`src/rtl/rv32_hart_pc_sched.sv`:
```
// rv32_hart_pc_sched: per-hart PC registers with round-robin issue and in-flight blocking for a barrel pipeline
module rv32_hart_pc_sched #(
  parameter int NUM_HARTS = 8,
  parameter int PC_W = 32,
  parameter logic [PC_W-1:0] RESET_PC = '0,
  parameter logic [PC_W-1:0] HART_PC_STRIDE = '0
)(
  input  logic                         clk,
  input  logic                         rst,
  input  logic [NUM_HARTS-1:0]         hart_en,
  output logic                         fetch_valid,
  input  logic                         fetch_ready,
  output logic [$clog2(NUM_HARTS)-1:0] fetch_hart,
  output logic [PC_W-1:0]              fetch_pc,
  input  logic                         res_valid,
  input  logic [$clog2(NUM_HARTS)-1:0] res_hart,
  input  logic                         res_has_new_pc,
  input  logic [PC_W-1:0]              res_next_pc,
  output logic [NUM_HARTS-1:0]         inflight_mask,
  output logic                         err
);
  localparam int HW = $clog2(NUM_HARTS);
  logic [PC_W-1:0] pc [NUM_HARTS];
  logic [NUM_HARTS-1:0] inflight, elig;
  logic [HW-1:0] rr_ptr, cand, idx;
  logic found, issue, res_ok, in_range;
  assign elig = hart_en & ~inflight;
  always_comb begin
    found = 1'b0;
    cand = '0;
    idx = '0;
    for (int k = 0; k < NUM_HARTS; k++) begin
      idx = rr_ptr + HW'(k);
      if (!found && elig[idx]) begin
        found = 1'b1;
        cand = idx;
      end
    end
  end
  assign fetch_valid = found;
  assign fetch_hart = found ? cand : '0;
  assign fetch_pc = found ? pc[cand] : '0;
  assign inflight_mask = inflight;
  assign issue = found & fetch_ready;
  assign in_range = {1'b0, res_hart} < (HW+1)'(NUM_HARTS);
  // only an in-flight hart may be resolved; anything else is a protocol error
  assign res_ok = res_valid & in_range & inflight[res_hart];
  always_ff @(posedge clk or posedge rst) begin
    if (rst) begin
      for (int i = 0; i < NUM_HARTS; i++) pc[i] <= RESET_PC + PC_W'(i) * HART_PC_STRIDE;
      inflight <= '0;
      rr_ptr <= '0;
      err <= 1'b0;
    end else begin
      if (issue) begin
        inflight[cand] <= 1'b1;
        rr_ptr <= cand + HW'(1);
      end
      if (res_ok) begin
        inflight[res_hart] <= 1'b0;
        pc[res_hart] <= res_has_new_pc ? {res_next_pc[PC_W-1:2], 2'b00} : pc[res_hart] + PC_W'(4);
      end
      if (res_valid && (!res_ok || (res_has_new_pc && |res_next_pc[1:0]))) err <= 1'b1;
    end
  end
endmodule

```
`config.mk`:
```
export PLATFORM = sky130hd
export DESIGN_NAME = rv32_hart_pc_sched
export DESIGN_NICKNAME = d
export VERILOG_FILES = /design/src/rtl/rv32_hart_pc_sched.sv
export SDC_FILE = /design/constraint.sdc
export NUM_CORES = 1
export LEC_CHECK = 0
export CORE_MARGIN = 1
export CORE_UTILIZATION = 44
export CTS_CLUSTER_DIAMETER = 30
export DETAILED_ROUTE_END_ITERATION = 12
export GPL_TIMING_DRIVEN = 1
export PLACE_DENSITY = 0.65
export SLEW_MARGIN = 20
export SYNTH_ARGS = -nofsm -noshare
export SYNTH_HDL_FRONTEND = slang
export SYNTH_SLANG_ARGS = --single-unit
```
`constraint.sdc`:
```
create_clock -name clk -period 12.6 [get_ports clk]
set_input_delay 3.15 -clock clk [delete_from_list [all_inputs] [get_ports clk]]
set_output_delay 3.15 -clock clk [all_outputs]
set_load 0.02 [all_outputs]
```
==> impl_metrics.csv, run 1 <==
group,metric,value,unit
run_status,status,"finished, final reports clean",
route,firstDrtPassIters,6,
setup_path,critPathArrivalTime,7910,ps
setup_path,critical-path-max-stage-delay,690,ps
clocking,clock-root-buffer,"clkbuf_16",
yosys,ys_top_cells_by_count,"nand2_1, dfrtp_1, o21ai_0, mux2_2, clkbuf_1",
timing,final-hold-violation-count,0,
cells_and_area,antennaDiodeCount,0,
grt,grt_max_degree,178,
timing,report.final.slew_viol_count,0,
setup_path,crit_start,"hart_en[1]",
yosys,synth-edff-count,0,
job,maxCapViolCount,0,
route,initialDrtViolationCount,1558,
setup_path,critPathMaxFanout,33,
route,avgViaCountPerCell,6.36,
clocking,post_cts_resized,0,
clocking,clkLatencyLatePin,570,ps
floorplan,dieWidth,196,um
setup_path,r2r_start,"rr_ptr[0]$_DFFE_PP0N_",
clocking,path_clk_slew,40,ps
route,vias,15000,
yosys,syn_inst,1781,
clocking,cts_tree,"yes",
place,dp_hpwl,34.5,mm
floorplan,fp.dieArea,38400,sq um
yosys,yosysTopAreaCellShare,40.5,%
grt,overflow,0,
timing,setup_viol,0,
grt,antenna_found_initial,1,
cells_and_area,area_growth,20.9,%
setup_path,rr_endpoint,"inflight_mask[5]$_DFF_PP0_",
timing,tns,0,ps
cells_and_area,multi_input_area,9210,sq um
cells_and_area,seq_area,6710,sq um
route,drc,0,
floorplan,core,36800,sq um
cells_and_area,num-fill-cells,3286,
route,postRouteAntennaNets,0,
clocking,cts.path.max_buffers,3,
grt,grt_use_total,29.5,%
timing,worst_clock_skew,30.7,ps
yosys,synth_most_common_cell,"nand2_1",
cells_and_area,fin_nets,1894,
floorplan,start_util,45.0,%
timing,tightestPinTransition,1130,ps
setup_path,worst_r2r_path_depth,11,
grt,grt_pass1_vias,14800,
place,place_congestion,0.904,
setup_path,worst_path_max_delay_cell,"a21oi_4",
timing,worst_slack,1540,ps
timing,fin_crit,11060,ps
timing,relSlewSlack,24.3,%
yosys,avgSynthCellArea,9.30,sq um
floorplan,rows,70,
place,numPortBuffers,92,
cells_and_area,drive_above_1_share,19.7,%
route,routed_wirelength,56.5,mm
cells_and_area,final_cells,2364,
yosys,seq_area_frac_synth,40.5,%
yosys,yosysWarnings,0,
route,wl_per_cell,23.9,um
timing,finalCritPeriodShare,87.7,%
yosys,synth-async-reset-ratio,100,%
floorplan,io_pins,93,
clocking,cts_setup_buffers,0,
place,dp_slack,1650,ps
setup_path,r2r_setup_slack,7330,ps
grt,grt_pass1_wl,87.1,mm
clocking,numCtsBuffers,66,
yosys,ys_types,83,
place,dp.cells,2243,
yosys,yosys.area.top_type,"dfrtp_1",
setup_path,path_cells,"clkdlybuf4s50_1 -> nand2b_1 -> mux4_2 -> mux2_2 -> nor4b_2 -> nand3_1 -> a21o_1 -> buf_4 -> a21oi_4 -> buf_4 -> a22oi_1 -> o211ai_1 -> clkdlybuf4s50_1",
clocking,htreeDepth,3,
timing,max_freq,90.5,MHz
yosys,ys_top_cells_by_area,"dfrtp_1, mux2_2, nand2_1",
setup_path,start_kind,"primary input",
yosys,ys.flop_type,"dfrtp_1",
yosys,netlist_area,16600,sq um
yosys,syn_nets,1832,
clocking,cts.sinks,268,
setup_path,crit_path_end,"fetch_pc[11]",
setup_path,worst_setup_path_end_kind,"output pin",
min_path,hp-class,"flip-flop to flip-flop",
yosys,ys_ff_latch,268,
floorplan,die_h,196,um
setup_path,timing_worst_setup_path_type,"primary input to output pin",
clocking,hold_buffers,0,
setup_path,required,9450,ps
timing,rsz0062_at_grt,"false",
## sequential cells by signal, summed over array words and instances (netlist names)
register / flops
err: 1
rr_ptr: 3
inflight_mask: 8
pc: 256
## placed cells by master (no fill, tap or decap), types with 7 or more instances in the layout
cell type and instances:
dfrtp_1 268, buf_4 39, xor2_1 11, inv_1 9, clkinvlp_4 8, nand2_1 363, nor3_1 10, nand3b_1 11
a221oi_1 25, clkdlybuf4s50_1 88, a21o_1 7, clkbuf_16 67, and2_1 10, nand2b_1 10, clkinv_2 13, nor2_1 81
a22oi_1 41, xnor2_1 12, and3_1 7, clkbuf_8 9, a21bo_2 26, nand3_1 45, a31oi_1 14, mux2i_1 76
a221o_1 9, o211ai_1 33, mux4_2 30, mux2_2 125, a21oi_1 79, o22a_1 20, bufinv_16 7, clkbuf_1 10
o21ai_0 175
## worst max-delay path: cells and delay by family
family                 cells  cell delay, ps
and+or+nand+nor            3            1060
buffers and inverters      4            1890
AOI/OAI and AO/OA          4            1250
muxes                      2             520
## area by class of cell
class / instances / area share (%)
Multi-Input combinational cell: 1361 / 46.0
Sequential cell: 268 / 33.5
Clock buffer: 86 / 9.18
Timing Repair Buffer: 130 / 6.01
Tap cell: 468 / 2.92
Clock inverter: 35 / 2.06
Inverter: 16 / 0.337
## metrics by stage
step	utilization [%]	hold WS [ps]	instance area (sq um)
after floorplan	-	454	16600
after global placement	48.3	442	17800
after detailed placement	48.3	453	17800
after CTS	54.4	462	20000
after global routing	54.4	480	20000
final	54.4	460	20000
## cells by family after synthesis
family,after synthesis,synth area share [%]
buf+inv,152,4.31
fa+ha+maj,3,0.227
flops,268,40.5
compound gates,491,19.6
xor+xnor,23,1.22
mux,235,17.4
simple gates,609,16.7
## how the worst min path moves through the flow
stage                                      to  cells past startpoint                 from  slack, ps
after floorplan           pc[197]$_DFFE_PP0P_                      2  pc[197]$_DFFE_PP0P_        450
after global placement        err$_DFFE_PP0P_                      1      err$_DFFE_PP0P_        440
after detailed placement      err$_DFFE_PP0P_                      1      err$_DFFE_PP0P_        450
after CTS                     err$_DFFE_PP0P_                      1      err$_DFFE_PP0P_        460
after global routing          err$_DFFE_PP0P_                      1      err$_DFFE_PP0P_        480
final                         err$_DFFE_PP0P_                      1      err$_DFFE_PP0P_        460
## per-layer routing
layer / vias up / global-route usage (%) / share of wire [%]
met5: - / 0 / 0.019
met4: 2 / 12.8 / 3.8
met3: 172 / 5.52 / 9.2
met2: 830 / 47.0 / 46
met1: 7418 / 39.3 / 41
li1: 6618 / - / -
Power of run 1 is not shown: default switching activity piles up to over one toggle a cycle in this logic, so the estimate is an artifact.
==> run 2, diff against run 1 <==
Settings changed: CAP_MARGIN set to 20, CTS_BUF_LIST set to sky130_fd_sc_hd__clkbuf_16.
==> run 2 against run 1 <==
Against the previous run: routed wire length about the same; largest cell class unchanged; utilization decreased by 0.17 points; first-iteration DRC count increased by 18%; critical endpoint unchanged; fmax about the same; sequential share of layout area increased by 0.11 points; setup slack improved by 9.3 ps; global-route usage about the same; die area unchanged; flip-flop and latch count unchanged; worst hold slack got worse by 0.83 ps; register-to-register slack got worse by 20 ps.
==> impl_metrics.csv, run 2 (synthesis gave the netlist of run 1 again) <==
group,metric,value,unit
min_path,hold_end,"err$_DFFE_PP0P_",
cells_and_area,largest_reg_flops,256,
clocking,clock-root-buffer,"clkbuf_16",
min_path,holdPathStages,1,
clocking,htreeDepth,3,
cells_and_area,num-fill-cells,3298,
timing,fin_crit,11050,ps
setup_path,critical-path-max-stage-delay,690,ps
clocking,cts_setup_buffers,0,
grt,grt_use_met1,39.5,%
timing,setup_viol,0,
grt,top_usage_layer,"met2",
grt,grt_use_met2,47.0,%
grt,grt_pass1_vias,14800,
timing,max_freq,90.5,MHz
grt,grt_max_degree,178,
cells_and_area,final_common_cell,"nand2_1",
setup_path,start_kind,"primary input",
setup_path,timing_worst_setup_path_type,"primary input to output pin",
setup_path,critPathArrivalTime,7900,ps
grt,overflow,0,
place,numPortBuffers,92,
grt,grt_use_total,29.5,%
clocking,cts_tree,"yes",
min_path,hp-class,"flip-flop to flip-flop",
clocking,path_clk_slew,40,ps
timing,tns,0,ps
timing,finalCritPeriodShare,87.7,%
cells_and_area,final_cell_mix,"nand2_1, dfrtp_1, o21ai_0",
setup_path,worst_r2r_path_depth,12,
clocking,hold_buffers,0,
clocking,cts.path.max_buffers,3,
clocking,clkLatencyLatePin,570,ps
cells_and_area,final_util,54.3,%
route,wl_per_cell,23.9,um
place,place_congestion,0.904,
clocking,numCtsBuffers,66,
place,dp_slack,1650,ps
job,maxCapViolCount,0,
setup_path,required,9450,ps
timing,rsz0062_at_grt,"false",
route,avgViaCountPerCell,6.33,
floorplan,core,36800,sq um
floorplan,fp.dieArea,38400,sq um
cells_and_area,area_growth,20.6,%
cells_and_area,antennaDiodeCount,0,
grt,met3_usage,5.28,%
floorplan,io_pins,93,
timing,worst_slack,1550,ps
timing,final-hold-violation-count,0,
route,postRouteAntennaNets,0,
grt,antenna_found_initial,2,
cells_and_area,top_register,"pc",
route,initialDrtViolationCount,1846,
setup_path,critPathMaxFanout,32,
cells_and_area,drive_above_1_share,19.2,%
timing,whs,459,ps
setup_path,r2r_start,"rr_ptr[0]$_DFFE_PP0N_",
timing,report.final.slew_viol_count,0,
clocking,post_cts_resized,0,
route,vias,15000,
timing,relSlewSlack,23.8,%
setup_path,cp_top_family,"buffers and inverters",
floorplan,start_util,45.0,%
setup_path,worst_setup_path_end_kind,"output pin",
timing,tightestPinTransition,1140,ps
floorplan,die_h,196,um
timing,worst_clock_skew,32.2,ps
floorplan,rows,70,
place,dp_hpwl,34.5,mm
grt,grt_pass1_wl,87.2,mm
setup_path,path_cells,"clkdlybuf4s50_1 -> nand2b_1 -> mux4_2 -> or3b_2 -> o22ai_1 -> o2111a_1 -> o31a_2 -> buf_4 -> and3_1 -> buf_4 -> a21bo_2 -> o211ai_1 -> clkdlybuf4s50_1",
floorplan,dieWidth,196,um
clocking,cts.sinks,268,
route,routed_wirelength,56.5,mm
setup_path,rr_endpoint,"inflight_mask[4]$_DFF_PP0_",
route,drc,0,
setup_path,worst_path_max_delay_cell,"clkdlybuf4s50_1",
cells_and_area,fin_nets,1895,
setup_path,r2r_setup_slack,7310,ps
run_status,status,"finished, final reports clean",
min_path,hold_path.startpoint,"err$_DFFE_PP0P_",
setup_path,path_buf_inv,4,
route,firstDrtPassIters,5,
run 2: metal layers:
| metal | wire (um) | up-vias |
|---|---|---|
| li1 | - | 6619 |
| met1 | 23200 | 7421 |
| met2 | 26300 | 795 |
| met3 | 5110 | 140 |
| met4 | 1860 | 2 |
| met5 | 34 | - |
run 2: worst max-delay path by stage:
stage / startpoint / endpoint / cells past startpoint / slack (ps)
2_1_floorplan: rst / err$_DFFE_PP0P_ / 1 / 2070
3_5_place_dp: hart_en[1] / fetch_pc[0] / 13 / 1650
6_report: hart_en[1] / fetch_pc[11] / 13 / 1550
5_1_grt: hart_en[1] / fetch_pc[11] / 13 / 1380
4_1_cts: hart_en[1] / fetch_pc[11] / 13 / 1620
3_3_place_gp: hart_en[0] / fetch_pc[0] / 13 / 1710
run 2: area by class of cell:
class,instances,area (sq um),share of cell area (%)
Clock buffer,67,1680,8.40
Clock inverter,54,483,2.42
Inverter,16,67.6,0.338
Multi-Input combinational cell,1361,9210,46.1
Sequential cell,268,6710,33.6
Tap cell,468,586,2.93
Timing Repair Buffer,131,1230,6.17
run 2: through the flow:
step	instance area (sq um)	std cells
final	20000	2365
after global routing	20000	2365
after CTS	19900	2364
after detailed placement	17800	2243
after global placement	17800	2243
after floorplan	16600	1781
Power of run 2 is left out for the same reason.
